[src/rtl/fwd_pkg.sv]
// fwd_pkg: shared tag/mode types for the EX forwarding and load-use hazard control.
package fwd_pkg;
    localparam int RD_W = 5;
    localparam int STAT_W = 32;
    typedef struct packed {
        logic            valid;
        logic [RD_W-1:0] rd;
        logic            vec;
        logic            wen;
        logic            load;
    } stage_tag_t;
    typedef enum logic {FWD_M = 1'b0, FWD_WB = 1'b1} fwd_mode_e;
endpackage

[src/rtl/fwd_hazard_ctrl_if.sv]
// fwd_hazard_ctrl_if: ID-stage request and forward/stall response bundle.
// Statistics counters appear only when FWD_STATS_EN is defined.
interface fwd_hazard_ctrl_if #(parameter int REG_W = 5);
    import fwd_pkg::*;
    logic             advance, flush, id_valid, id_vec, id_wen, id_load;
    logic [REG_W-1:0] id_rd, id_src_a, id_src_b;
    logic             id_src_a_vec, id_src_b_vec, id_src_a_used, id_src_b_used;
    logic             stall, fwd_a_en, fwd_b_en, fwd_a_mode, fwd_b_mode;
`ifdef FWD_STATS_EN
    logic [STAT_W-1:0] stat_fwd_m, stat_fwd_wb, stat_stall;
`endif
    modport master (
        output advance, flush, id_valid, id_rd, id_vec, id_wen, id_load,
               id_src_a, id_src_b, id_src_a_vec, id_src_b_vec, id_src_a_used, id_src_b_used,
`ifdef FWD_STATS_EN
        input  stat_fwd_m, stat_fwd_wb, stat_stall,
`endif
        input  stall, fwd_a_en, fwd_b_en, fwd_a_mode, fwd_b_mode
    );
    modport slave (
        input  advance, flush, id_valid, id_rd, id_vec, id_wen, id_load,
               id_src_a, id_src_b, id_src_a_vec, id_src_b_vec, id_src_a_used, id_src_b_used,
`ifdef FWD_STATS_EN
        output stat_fwd_m, stat_fwd_wb, stat_stall,
`endif
        output stall, fwd_a_en, fwd_b_en, fwd_a_mode, fwd_b_mode
    );
endinterface

[src/rtl/fwd_operand_cmp.sv]
// fwd_operand_cmp: matches one ID source operand against the EX and M producer tags.
module fwd_operand_cmp import fwd_pkg::*; #(
    parameter int REG_W    = 5,
    parameter bit ZERO_REG = 1
) (
    input  stage_tag_t       ex_tag,
    input  stage_tag_t       m_tag,
    input  logic             id_valid,
    input  logic             used,
    input  logic             src_vec,
    input  logic [REG_W-1:0] src,
    output logic             en,
    output fwd_mode_e        mode,
    output logic             load_hit
);
    logic ex_hit, m_hit, unused;
    function automatic logic hit(input stage_tag_t t, input logic [RD_W-1:0] s, input logic sv, input logic u);
        return t.valid && t.wen && u && t.rd == s && t.vec == sv && !(ZERO_REG && !t.vec && t.rd == '0);
    endfunction
    assign ex_hit   = id_valid && hit(ex_tag, RD_W'(src), src_vec, used);
    assign m_hit    = id_valid && hit(m_tag, RD_W'(src), src_vec, used);
    assign en       = ex_hit || m_hit;
    assign mode     = (!ex_hit && m_hit) ? FWD_WB : FWD_M;
    assign load_hit = ex_hit && ex_tag.load;
    assign unused   = m_tag.load;
endmodule

[src/rtl/fwd_hazard_ctrl.sv]
// fwd_hazard_ctrl: shadow EX/M tag pipeline driving registered forward selects and load-use stall.
// Optional FWD_STATS_EN adds wrapping forward/stall event counters.
module fwd_hazard_ctrl import fwd_pkg::*; #(
    parameter int REG_W    = 5,
    parameter bit ZERO_REG = 1
) (
    input logic              clk,
    input logic              rst_n,
    fwd_hazard_ctrl_if.slave bus
);
    stage_tag_t ex_tag, m_tag, id_tag;
    logic       a_en, b_en, a_ld, b_ld, stall, a_en_q, b_en_q;
    fwd_mode_e  a_mode, b_mode, a_mode_q, b_mode_q;
    fwd_operand_cmp #(.REG_W(REG_W), .ZERO_REG(ZERO_REG)) u_cmp_a (
        .ex_tag(ex_tag), .m_tag(m_tag), .id_valid(bus.id_valid), .used(bus.id_src_a_used),
        .src_vec(bus.id_src_a_vec), .src(bus.id_src_a), .en(a_en), .mode(a_mode), .load_hit(a_ld)
    );
    fwd_operand_cmp #(.REG_W(REG_W), .ZERO_REG(ZERO_REG)) u_cmp_b (
        .ex_tag(ex_tag), .m_tag(m_tag), .id_valid(bus.id_valid), .used(bus.id_src_b_used),
        .src_vec(bus.id_src_b_vec), .src(bus.id_src_b), .en(b_en), .mode(b_mode), .load_hit(b_ld)
    );
    assign stall  = a_ld || b_ld;
    assign id_tag = '{valid: bus.id_valid, rd: RD_W'(bus.id_rd), vec: bus.id_vec, wen: bus.id_wen, load: bus.id_load};
    always_ff @(posedge clk or negedge rst_n) begin
        if (!rst_n) begin
            ex_tag   <= '0;
            m_tag    <= '0;
            a_en_q   <= 1'b0;
            b_en_q   <= 1'b0;
            a_mode_q <= FWD_M;
            b_mode_q <= FWD_M;
        end else if (bus.flush) begin
            ex_tag.valid <= 1'b0;
            m_tag.valid  <= 1'b0;
            a_en_q       <= 1'b0;
            b_en_q       <= 1'b0;
        end else if (bus.advance) begin
            m_tag    <= ex_tag;
            ex_tag   <= stall ? '0 : id_tag;
            a_en_q   <= a_en && !stall;
            b_en_q   <= b_en && !stall;
            a_mode_q <= a_mode;
            b_mode_q <= b_mode;
        end
    end
    assign bus.stall      = stall;
    assign bus.fwd_a_en   = a_en_q;
    assign bus.fwd_b_en   = b_en_q;
    assign bus.fwd_a_mode = a_mode_q;
    assign bus.fwd_b_mode = b_mode_q;
`ifdef FWD_STATS_EN
    logic [STAT_W-1:0] cnt_m, cnt_wb, cnt_st;
    logic              a_fm, a_fwb, b_fm, b_fwb;
    assign a_fm  = a_en && !stall && a_mode == FWD_M;
    assign a_fwb = a_en && !stall && a_mode == FWD_WB;
    assign b_fm  = b_en && !stall && b_mode == FWD_M;
    assign b_fwb = b_en && !stall && b_mode == FWD_WB;
    always_ff @(posedge clk or negedge rst_n) begin
        if (!rst_n) begin
            cnt_m  <= '0;
            cnt_wb <= '0;
            cnt_st <= '0;
        end else if (bus.advance && !bus.flush) begin
            cnt_m  <= cnt_m + STAT_W'(a_fm) + STAT_W'(b_fm);
            cnt_wb <= cnt_wb + STAT_W'(a_fwb) + STAT_W'(b_fwb);
            cnt_st <= cnt_st + STAT_W'(stall);
        end
    end
    assign bus.stat_fwd_m  = cnt_m;
    assign bus.stat_fwd_wb = cnt_wb;
    assign bus.stat_stall  = cnt_st;
`endif
endmodule

[src/flat_wrapper.sv]
// flat-port wrapper written by rule: the top's interface ports become plain ports
module fwd_hazard_ctrl_flat import fwd_pkg::*;
#(
    parameter int REG_W    = 5,
    parameter bit ZERO_REG = 1
)
  (clk, rst_n, bus_advance, bus_flush, bus_id_valid, bus_id_rd, bus_id_vec, bus_id_wen, bus_id_load, bus_id_src_a, bus_id_src_b, bus_id_src_a_vec, bus_id_src_b_vec, bus_id_src_a_used, bus_id_src_b_used, bus_stall, bus_fwd_a_en, bus_fwd_b_en, bus_fwd_a_mode, bus_fwd_b_mode);
  fwd_hazard_ctrl_if #(.REG_W(REG_W)) bus_i ();
  input logic clk;
  input logic rst_n;
  input wire logic [$bits(bus_i.advance)-1:0] bus_advance;
  input wire logic [$bits(bus_i.flush)-1:0] bus_flush;
  input wire logic [$bits(bus_i.id_valid)-1:0] bus_id_valid;
  input wire logic [$bits(bus_i.id_rd)-1:0] bus_id_rd;
  input wire logic [$bits(bus_i.id_vec)-1:0] bus_id_vec;
  input wire logic [$bits(bus_i.id_wen)-1:0] bus_id_wen;
  input wire logic [$bits(bus_i.id_load)-1:0] bus_id_load;
  input wire logic [$bits(bus_i.id_src_a)-1:0] bus_id_src_a;
  input wire logic [$bits(bus_i.id_src_b)-1:0] bus_id_src_b;
  input wire logic [$bits(bus_i.id_src_a_vec)-1:0] bus_id_src_a_vec;
  input wire logic [$bits(bus_i.id_src_b_vec)-1:0] bus_id_src_b_vec;
  input wire logic [$bits(bus_i.id_src_a_used)-1:0] bus_id_src_a_used;
  input wire logic [$bits(bus_i.id_src_b_used)-1:0] bus_id_src_b_used;
  output wire logic [$bits(bus_i.stall)-1:0] bus_stall;
  output wire logic [$bits(bus_i.fwd_a_en)-1:0] bus_fwd_a_en;
  output wire logic [$bits(bus_i.fwd_b_en)-1:0] bus_fwd_b_en;
  output wire logic [$bits(bus_i.fwd_a_mode)-1:0] bus_fwd_a_mode;
  output wire logic [$bits(bus_i.fwd_b_mode)-1:0] bus_fwd_b_mode;
  assign bus_i.advance = bus_advance;
  assign bus_i.flush = bus_flush;
  assign bus_i.id_valid = bus_id_valid;
  assign bus_i.id_rd = bus_id_rd;
  assign bus_i.id_vec = bus_id_vec;
  assign bus_i.id_wen = bus_id_wen;
  assign bus_i.id_load = bus_id_load;
  assign bus_i.id_src_a = bus_id_src_a;
  assign bus_i.id_src_b = bus_id_src_b;
  assign bus_i.id_src_a_vec = bus_id_src_a_vec;
  assign bus_i.id_src_b_vec = bus_id_src_b_vec;
  assign bus_i.id_src_a_used = bus_id_src_a_used;
  assign bus_i.id_src_b_used = bus_id_src_b_used;
  assign bus_stall = bus_i.stall;
  assign bus_fwd_a_en = bus_i.fwd_a_en;
  assign bus_fwd_b_en = bus_i.fwd_b_en;
  assign bus_fwd_a_mode = bus_i.fwd_a_mode;
  assign bus_fwd_b_mode = bus_i.fwd_b_mode;
  fwd_hazard_ctrl #(.REG_W(REG_W), .ZERO_REG(ZERO_REG)) u_core (.clk(clk), .rst_n(rst_n), .bus(bus_i));
endmodule
[config.mk]
export PLATFORM = sky130hd
export DESIGN_NAME = fwd_hazard_ctrl_flat
export DESIGN_NICKNAME = d
export VERILOG_FILES = /design/src/rtl/fwd_pkg.sv /design/src/rtl/fwd_hazard_ctrl_if.sv /design/src/rtl/fwd_operand_cmp.sv /design/src/rtl/fwd_hazard_ctrl.sv /design/src/flat_wrapper.sv
export SDC_FILE = /design/constraint.sdc
export NUM_CORES = 1
export LEC_CHECK = 0
export ABC_AREA = 0
export CORE_MARGIN = 2
export CORE_UTILIZATION = 47
export DETAILED_ROUTE_END_ITERATION = 8
export GPL_TIMING_DRIVEN = 0
export PLACE_DENSITY = 0.82
export REMOVE_ABC_BUFFERS = 1
export SLEW_MARGIN = 20
export SYNTH_ARGS = -nofsm -noshare
export SYNTH_HDL_FRONTEND = slang
export SYNTH_SLANG_ARGS = --single-unit
[constraint.sdc]
create_clock -name clk -period 2.89 [get_ports clk]
set_clock_uncertainty 0.15 [all_clocks]
set_input_delay 0.578 -clock clk [delete_from_list [all_inputs] [get_ports clk]]
set_output_delay 0.578 -clock clk [all_outputs]
set_load 0.05 [all_outputs]
# Yosys cells after proc, flatten, opt, wreduce, memory -nomap -nowiden

Index checks and enable logic that the tools add are counted.

Equal/unequal tests: 8
Bitwise logic cells: 1
Reduce and logical (&&, ||, !) cells: 44
Muxes and demuxes: 11

Operators with widths:

| operator          | number |
|---|---|
| $logic_and 1x1->1 | 30 |
| $mux 9            | 3 |
| $eq 5x5->1        | 4 |
| $logic_not 5->1   | 2 |
| $mux 1            | 8 |
| $logic_not 1->1   | 7 |
| $eq 1x1->1        | 4 |
| $logic_or 1x1->1  | 3 |
| $reduce_and 2->1  | 1 |
| $reduce_bool 2->1 | 1 |
| $not 1->1         | 1 |

Bits of input ports: 27
Register bits after elaboration: 22
Word-level logic and storage cells: 78

# Depth between registers and ports, before layout

Gate-level depths: netlist of run 1.

Word-level depth: 12
Depth in mapped cells: 7
Gate-level depth less buffers: 6

# Cells and area by module

A second synthesis of run 1 with hierarchy kept.

Cell total of the unflattened synthesis: 110
Area total of the unflattened synthesis: 1,266.2 um2

By module, submodules not included:

| module          | instances | cells each | area each (um2) | seq. area each (um2) |
|---|---|---|---|---|
| fwd_hazard_ctrl | 1         | 56         | 880.8           | 550.5 |
| fwd_operand_cmp | 2         | 27         | 192.7           | 0.0 |

# Worst setup path before layout of run 1

No wires, ideal clock.

Kind: in2out
Start: input port bus_id_src_a[2]
End: output port bus_stall
Data arrival time: 2,020 ps
Slack: 142 ps
Stages: 6
Cell sequence: xor2_1 > or4_4 > nor4_4 > o211ai_2 > buf_6 > inv_1

Word-level cells in the longest chain between the ends: 7

RTL lines:

| item                            | line                  | text |
|---|---|---|
| start: declaration              | flat_wrapper.sv:18    | `input wire logic [$bits(bus_i.id_src_a)-1:0] bus_id_src_a;` |
| $eq 5x5->1                      | fwd_operand_cmp.sv:18 | `return t.valid && t.wen && u && t.rd == s && t.vec == sv && !(ZERO_REG && !t.vec && t.rd == '0);` |
| $logic_and 1x1->1 (3 in series) | fwd_operand_cmp.sv:18 |  |
| $logic_and 1x1->1               | fwd_operand_cmp.sv:20 | `assign ex_hit = id_valid && hit(ex_tag, RD_W'(src), src_vec, used);` |
| $logic_and 1x1->1               | fwd_operand_cmp.sv:24 | `assign load_hit = ex_hit && ex_tag.load;` |
| $logic_or 1x1->1                | fwd_hazard_ctrl.sv:22 | `assign stall = a_ld \|\| b_ld;` |
| end: declaration                | flat_wrapper.sv:24    | `output wire logic [$bits(bus_i.stall)-1:0] bus_stall;` |

Every way passes these cells.

# Final worst setup path of run 1

Start: input port bus_id_src_a[1]
End: output port bus_stall

Same word-level chain as after synthesis.

==> summary.txt, run 1 <==
Status
  – Result of the run: finished clean

Worst setup path
  – Category of the critical setup timing path: in -> out
  – Critical Path Start Type: input pin
  – Cell count of the worst reg-to-reg path: 7
  – Data arrival at the endpoint of the critical path: between 2000 and 2500 ps
  – Critical path required time: 2160 ps
  – Largest fanout on the critical path: 2
  – Worst R2R End: u_core.bus.fwd_a_en$_DFFE_PN0P_
  – Startpoint of the worst register-to-register path: u_core.ex_tag[4]$_DFFE_PN0P_
  – Slack of the worst reg-to-reg path: 500 ps
  – Endpoint kind of the worst setup timing path: primary output

Die
  – Placeable core region: 2450 µm²
  – Chip Height: 54.7 µm
  – Number of placed I/O pins: 32
  – Total number of placement rows: 18
  – Full die area: about 3000 µm²
  – Die W: between 50 and 60 µm
  – Effective utilization at floorplan: between 40% and 50%

Clock network
  – Clock sinks: 21
  – Clock Path Buffers: 2
  – Clock tree from TritonCTS: built
  – Hold-fix buffers at CTS: 0
  – Number of levels the H-tree was split into: 1
  – Root buffer cell: sky130_fd_sc_hd__clkbuf_4
  – Clock-pin slew on the worst setup and hold paths: 120 ps
  – Number of buffers added by the clock tree synthesis step: 3
  – Insertion delay to the later sink of the worst-skew pair: 300 ps

Global route
  – Largest net degree at the start of global routing: 29
  – Wire length of the first global-routing pass: 4.47 mm
  – Routing usage on met3: roughly 3.0%
  – Initial antenna violation count: 0
  – Via count of the first global-routing pass: 1,007
  – Layer with the highest usage: met2
  – Met1 Track Usage GR: 25.7%
  – Overall overflow remaining after global route: 0
  – GRT Total Usage: 21.1%
  – Met2 track utilization from global routing: 38.1%

STA
  – Final-layout worst hold slack: 364 ps
  – Final number of max-transition violations: 0
  – Fmax: 353 MHz
  – Final critical-path share of the clock period: a little under 100%
  – Worst-margin pin slew: 1060 ps
  – Slew headroom: 29.5%
  – Final Hold Fails: 0
  – Final Setup Violations: 0
  – Post-route minimum period: 2830 ps
  – Worst path setup slack after routing: between 50 and 60 ps

Detailed routing
  – Wire length per cell: 15.1 µm
  – Post-detailed-route DRC marker count: 0
  – DR vias: 976
  – Antenna Violating Nets Remaining: 0
  – DRT iter0 DRCs: 13
  – Wirelength, routed: 2.77 mm
  – Ratio of routed vias to standard cells: 5.30
  – Drt first pass iters: 4

Min path
  – Hold endpoint: u_core.bus.fwd_b_mode$_DFFE_PN0P_
  – Depth of the worst hold-timing path: 2
  – Worst hold start: u_core.bus.fwd_b_mode$_DFFE_PN0P_
  – Worst Hold Class: reg -> reg

Power
  – Leakage power summed over all cells: 0.754 nW
  – Total power divided by cell area: 430 nW/µm²
  – PnR Total Power: 692 µW
  – Worst voltage drop across the vdd grid: around 0.36 mV

Logic synthesis
  – Register area share after synthesis: 43.5%
  – Area share of the leading cell type in the synthesized netlist: between 40% and 50%
  – Synthesized cell area: 1210 µm²
  – Post-synthesis cell type with the largest combined area: sky130_fd_sc_hd__dfrtp_1
  – Cells after Synth: approximately 120
  – Count of cell types in the netlist: 28
  – Yosys reg bits: 21
  – Warnings, synthesis: 0
  – Leading post-synthesis cells by cell area: sky130_fd_sc_hd__dfrtp_1 44%, sky130_fd_sc_hd__xor2_1 17%, sky130_fd_sc_hd__nand2_1 7.2%
  – Synthesized area per cell: 10.3 µm²

Placed design
  – Detail Placement HPWL: around 2.0 mm
  – Placer Congestion: approximately 0.83
  – Pre-CTS setup slack: -1100 ps
  – Area after detailed placement: about 1500 µm²
  – Number of port buffers: 31

Final layout
  – Final standard cell area without fillers: ~1600 µm²
  – Antenna Diode Count: 0
  – Synth-to-layout area growth: 33.3%
  – Fillers: 197
  – Finished Core Util: 65.5%
  – Net total in the final layout: 182
  – Proportion of layout cells with a drive suffix above 1: 21.4%

Flow run
  – Max_cap viols: 0
[stage by stage]
stage                     TNS (ps)  instances
after global placement       -1190        174
after floorplan                  0        113
final                            0        184
after global routing         -17.3        184
after CTS                    -21.3        183
after detailed placement     -1400        174
[cells in the final DEF (no fill, tap or decap), drive strengths merged, types with 2 or more instances in the layout]
master / Yosys / routed
buf: 1 / 9
mux2: 7 / 7
nor2: 2 / 2
nor4: 4 / 4
xor2: 24 / 24
a22o: 2 / 2
dlygate4sd2: 0 / 5
nor3: 2 / 2
nand2: 23 / 23
clkbuf: 3 / 4
nand2b: 2 / 2
o21ai: 9 / 9
or4: 4 / 4
clkdlybuf4s50: 0 / 21
dfrtp: 21 / 21
nand3: 3 / 3
o311a: 2 / 2
[power by group]
part | internal (mW) | switching [mW] | leakage [nW]
Combinational | 0.0938 | 0.0810 | 0.470
Clock | 0.0515 | 0.0890 | 0.0177
Sequential | 0.330 | 0.0472 | 0.267
Total | 0.475 | 0.217 | 0.754
[layout make-up]
| cell class | instances | area (µm²) | area share [%] |
|---|---|---|---|
| clock buffer | 3 | 22.5 | 1.40 |
| clock inverter | 1 | 5.00 | 0.311 |
| inverter | 1 | 3.75 | 0.233 |
| multi-input combinational | 91 | 672 | 41.8 |
| sequential | 21 | 528 | 32.8 |
| tap | 30 | 37.5 | 2.33 |
| timing repair buffer | 37 | 340 | 21.2 |
[flip-flops by register name, indices dropped and copies added (netlist names)]
signal / cells
u_core.bus.fwd_a_en: 1
u_core.m_tag: 8
u_core.bus.fwd_a_mode: 1
u_core.bus.fwd_b_en: 1
u_core.ex_tag: 9
u_core.bus.fwd_b_mode: 1
[logic make-up after synthesis]
family,share of synthesized area (%)
simple gates,19.2
xor+xnor,17.4
mux,7.36
compound gates,9.53
buf+inv,3.00
flops,43.5
[repair_timing]
| action | CTS | global route |
|---|---|---|
| setup buffers | 5 | 1 |
| resized for setup | 32 | 3 |
| pin swaps | 7 | 4 |
| endpoints found under the setup margin | 1 | 1 |
[worst max path at each step]
| stage | from | endpoint | slack, ps | cells past startpoint |
|---|---|---|---|---|
| 5_1_grt | bus_id_src_a[1] | bus_stall | -20 | 7 |
| 3_3_place_gp | bus_id_src_b[4] | bus_stall | -1030 | 7 |
| 4_1_cts | u_core.ex_tag[4]$_DFFE_PN0P_ | bus_stall | -20 | 6 |
| 3_5_place_dp | bus_id_src_b[4] | bus_stall | -1100 | 7 |
| 2_1_floorplan | bus_id_src_a[2] | bus_stall | 150 | 5 |
| 6_report | bus_id_src_a[1] | bus_stall | 60 | 7 |
[worst max-delay path, stage by stage]
cell	delay, ps
sky130_fd_sc_hd__dlygate4sd2_1	260
sky130_fd_sc_hd__xor2_1	150
sky130_fd_sc_hd__or4_4	500
sky130_fd_sc_hd__nor4_4	250
sky130_fd_sc_hd__o211ai_4	150
sky130_fd_sc_hd__inv_2	80
sky130_fd_sc_hd__buf_8	140
[per-layer routing]
| metal | routed length (µm) | share of wire (%) |
|---|---|---|
| met1 | 1090 | 39 |
| met2 | 1480 | 53 |
| met3 | 138 | 5.0 |
| met4 | 61 | 2.2 |
| met5 | 0 | 0 |
[synthesized netlist by cell type]
cell / instances
sky130_fd_sc_hd__nor4_4: 1
sky130_fd_sc_hd__clkbuf_8: 1
sky130_fd_sc_hd__inv_1: 1
sky130_fd_sc_hd__o21ai_0: 1
sky130_fd_sc_hd__nand2_1: 23
sky130_fd_sc_hd__mux2i_1: 1
sky130_fd_sc_hd__buf_6: 1
sky130_fd_sc_hd__or4_1: 3
sky130_fd_sc_hd__nand2b_1: 2
sky130_fd_sc_hd__nand3_1: 3
sky130_fd_sc_hd__dfrtp_1: 21
sky130_fd_sc_hd__nor3_1: 2
sky130_fd_sc_hd__nand4_1: 1
sky130_fd_sc_hd__o211ai_2: 1
sky130_fd_sc_hd__clkbuf_1: 2
sky130_fd_sc_hd__a211oi_1: 1
sky130_fd_sc_hd__a21oi_1: 1
sky130_fd_sc_hd__nor2b_4: 1
sky130_fd_sc_hd__a22o_1: 2
sky130_fd_sc_hd__o311a_1: 2
sky130_fd_sc_hd__xor2_1: 24
sky130_fd_sc_hd__a21o_1: 1
sky130_fd_sc_hd__or4_4: 1
sky130_fd_sc_hd__nor4_2: 1
sky130_fd_sc_hd__nor2_1: 2
sky130_fd_sc_hd__nor4_1: 2
sky130_fd_sc_hd__o21ai_1: 8
sky130_fd_sc_hd__mux2_2: 7
(Power assumes the default switching activity.)
==> run 2, diff against run 1 <==
- clock period: 2.89 -> 2.8 ns (I/O delays scaled with it)
==> run 2 against run 1 <==
  * The flow now finishes with violations (setup timing)
  * Worst hold slack better by 0.73 ps
  * Non-clock buffer count unchanged
  * Design area unchanged
  * Critical path depth unchanged
  * Combinational power up 3%
  * Sequential power up 3%
  * Core utilization unchanged
  * Wire length about the same
  * Global-route usage unchanged
  * Highest routed layer unchanged
==> summary.txt, run 2 (same netlist as run 1, synthesis figures left out) <==
Status
  – Result of the run: finished with violations
  – Violations in the final reports: setup timing

Worst setup path
  – CP Cell Sequence: dlygate4sd2_1 -> nand2_2 -> or4_4 -> nor4_4 -> o211ai_4 -> inv_2 -> buf_8
  – Data arrival at the endpoint of the critical path: 2100 ps (about the same)
  – Highest cell delay on the worst timing path: 540 ps (+40 ps)
  – Cell family with the largest share of critical-path delay: simple AND/OR/NAND/NOR gates
  – Endpoint kind of the worst setup timing path: primary output
  – Crit path buffers/inverters: 3 (unchanged)
  – Critical Path Start Type: input pin
  – Slowest cell on the critical path: sky130_fd_sc_hd__or4_4
  – Largest fanout on the critical path: 3 (+1)
  – Critical path required time: 2090 ps (-70 ps)
  – Category of the critical setup timing path: in -> out

Final layout
  – Commonest cells after routing, fill and taps aside: 24 x sky130_fd_sc_hd__xor2_1, 21 x sky130_fd_sc_hd__nand2_1, 21 x sky130_fd_sc_hd__clkdlybuf4s50_1
  – Proportion of layout cells with a drive suffix above 1: 20.8% (-0.65 points)
  – Largest register by flop count: u_core.ex_tag
  – Synth-to-layout area growth: 33.3% (unchanged)
  – Final standard cell area without fillers: 1610 µm² (unchanged)
  – Net total in the final layout: 182 (unchanged)
  – Fillers: 195 (-1.0%)
  – Most common cell after layout, fill and taps aside: sky130_fd_sc_hd__xor2_1
  – Regs by FF count: u_core.ex_tag (9), u_core.m_tag (8)
  – Flip-flop count of the largest register after layout: 9 (unchanged)
  – Antenna Diode Count: 0 (unchanged)

STA
  – Final Setup Violations: 1 (+1)
  – Final Hold Fails: 0 (unchanged)
  – Fmax: about 360 MHz
  – Final critical-path share of the clock period: 100%
  – Post-route minimum period: 2810 ps
  – Slew headroom: 29.5% (about the same)
  – Final number of max-transition violations: 0 (unchanged)
  – Worst-margin pin slew: 1060 ps (+0.331 ps)
  – Unrepaired setup endpoints after global routing: yes
  – Worst path setup slack after routing: -5.29 ps (-62.1 ps)
  – Setup TNS: -5.29 ps (-5.29 ps)

Detailed routing
  – Ratio of routed vias to standard cells: 5.27 (-0.61%)
  – Wirelength, routed: 2.77 mm (about the same)
  – DRT iter0 DRCs: 7 (-6)
  – Post-detailed-route DRC marker count: 0 (unchanged)
  – DR top layer: met4
  – Drt first pass iters: 4 (unchanged)
  – Routed length on met3: 128 µm (-7.2%)
  – Sum of routed wire segments on met1: 1.11 mm (+1.6%)
  – DR vias: 970 (-0.61%)
  – Wire length per cell: 15.1 µm (about the same)
  – Length of routed met2 wiring: 1.48 mm (+0.14%)
  – Antenna Violating Nets Remaining: 0 (unchanged)

Placed design
  – Placer Congestion: 0.835 (unchanged)
  – Number of port buffers: 31 (unchanged)
  – Detail Placement HPWL: 2.04 mm (unchanged)
  – Area after detailed placement: 1520 µm² (unchanged)

Die
  – Full die area: 2990 µm² (unchanged)
  – Number of placed I/O pins: 32 (unchanged)
  – Total number of placement rows: 18 (unchanged)
  – Chip Height: 54.7 µm (unchanged)
  – Placeable core region: 2450 µm² (unchanged)
  – Die W: 54.7 µm (unchanged)
  – Effective utilization at floorplan: 49.2% (unchanged)

Clock network
  – Insertion delay to the later sink of the worst-skew pair: 300 ps (about the same)
  – Clock-pin slew on the worst setup and hold paths: 120 ps (about the same)
  – Hold-fix buffers at CTS: 0 (unchanged)
  – Clock Path Buffers: 2 (unchanged)
  – Clock tree from TritonCTS: built
  – Clock sinks: 21 (unchanged)
  – Number of levels the H-tree was split into: 1 (unchanged)
  – Root buffer cell: sky130_fd_sc_hd__clkbuf_4
  – Number of buffers added by the clock tree synthesis step: 3 (unchanged)

Global route
  – GRT Total Usage: 21.1% (unchanged)
  – Via count of the first global-routing pass: 1,007 (unchanged)
  – Wire length of the first global-routing pass: 4.47 mm (unchanged)
  – Initial antenna violation count: 0 (unchanged)
  – Overall overflow remaining after global route: 0 (unchanged)
  – Largest net degree at the start of global routing: 29 (unchanged)

Min path
  – Worst Hold Class: reg -> reg

Power
  – Total power divided by cell area: 445 nW/µm² (+3.5%)
  – Leakage power summed over all cells: 0.753 nW (-0.17%)
  – Worst voltage drop across the vdd grid: 0.374 mV (+3.8%)

Flow run
  – Max_cap viols: 0 (unchanged)
## run 2: changes by cell type in the layout (fill, tap and decap cells not counted), sizes merged
cell,delta
dlygate4sd2,-1
clkdlybuf4s15,+1
## run 2: report_power, final
part | internal [mW] | switching [mW] | total [mW] | leakage [nW]
registers | 0.341 | 0.0489 | 0.389 | 0.267
clock network | 0.0532 | 0.0936 | 0.147 | 0.0177
logic | 0.0967 | 0.0833 | 0.180 | 0.469
total | 0.490 | 0.226 | 0.716 | 0.753
## run 2: what timing repair did
item	in CTS	in global routing
setup buffers	5	1
gates resized for setup	30	5
pin swaps	7	6
gates cloned	0	0
endpoints found under the hold margin	0	0
setup endpoints to repair	1	1
## run 2: through the flow
| stage | hold slack [ps] | instances | util (%) | worst slack, ps | power, mW |
|---|---|---|---|---|---|
| 2_1_floorplan | 114 | 113 | - | 93.4 | 0.485 |
| 3_3_place_gp | 313 | 174 | 62.0 | -1090 | 0.556 |
| 3_5_place_dp | 335 | 174 | 62.0 | -1150 | 0.564 |
| 4_1_cts | 363 | 183 | 65.2 | -93.3 | 0.716 |
| 5_1_grt | 382 | 184 | 65.5 | -65.5 | 0.762 |
| 6_report | 365 | 184 | 65.5 | -5.29 | 0.716 |
## run 2: per-layer routing
layer	track usage (%)	vias to the layer above
li1	-	480
met1	25.7	455
met2	38.1	29
met3	3.01	6
met4	6.25	0
met5	0	-
## run 2: path summary, 6_finish.rpt
| path | depth (start not counted) | endpoint | from | slack, ps |
|---|---|---|---|---|
| worst max-delay path | 7 | bus_stall | bus_id_valid | -5 |
| worst min-delay path | 2 | u_core.bus.fwd_b_mode$_DFFE_PN0P_ | u_core.bus.fwd_b_mode$_DFFE_PN0P_ | 370 |
| worst max register to register | 7 | u_core.bus.fwd_a_en$_DFFE_PN0P_ | u_core.ex_tag[6]$_DFFE_PN0P_ | 420 |
| worst min register to register | 2 | u_core.bus.fwd_b_mode$_DFFE_PN0P_ | u_core.bus.fwd_b_mode$_DFFE_PN0P_ | 370 |
| max in group asynchronous | 1 | u_core.ex_tag[7]$_DFFE_PN0P_ | rst_n | 1250 |
| min in group asynchronous | 1 | u_core.bus.fwd_a_en$_DFFE_PN0P_ | rst_n | 610 |
## run 2: cell type report
cell class / count / area, µm² / share of cell area (%)
clock buffer: 3 / 22.5 / 1.40
multi-input combinational: 91 / 672 / 41.8
inverter: 1 / 3.75 / 0.233
clock inverter: 1 / 5.00 / 0.311
timing repair buffer: 37 / 340 / 21.2
sequential: 21 / 528 / 32.8
tap: 30 / 37.5 / 2.33
## run 2: worst reg2reg max path: stages, from the launching register on
cell and delay, ps:
sky130_fd_sc_hd__dfrtp_1 450, sky130_fd_sc_hd__xor2_1 190, sky130_fd_sc_hd__or4_4 510, sky130_fd_sc_hd__nor4_4 290, sky130_fd_sc_hd__o211ai_4 140, sky130_fd_sc_hd__buf_4 200, sky130_fd_sc_hd__nor2b_4 140, sky130_fd_sc_hd__a22o_1 220
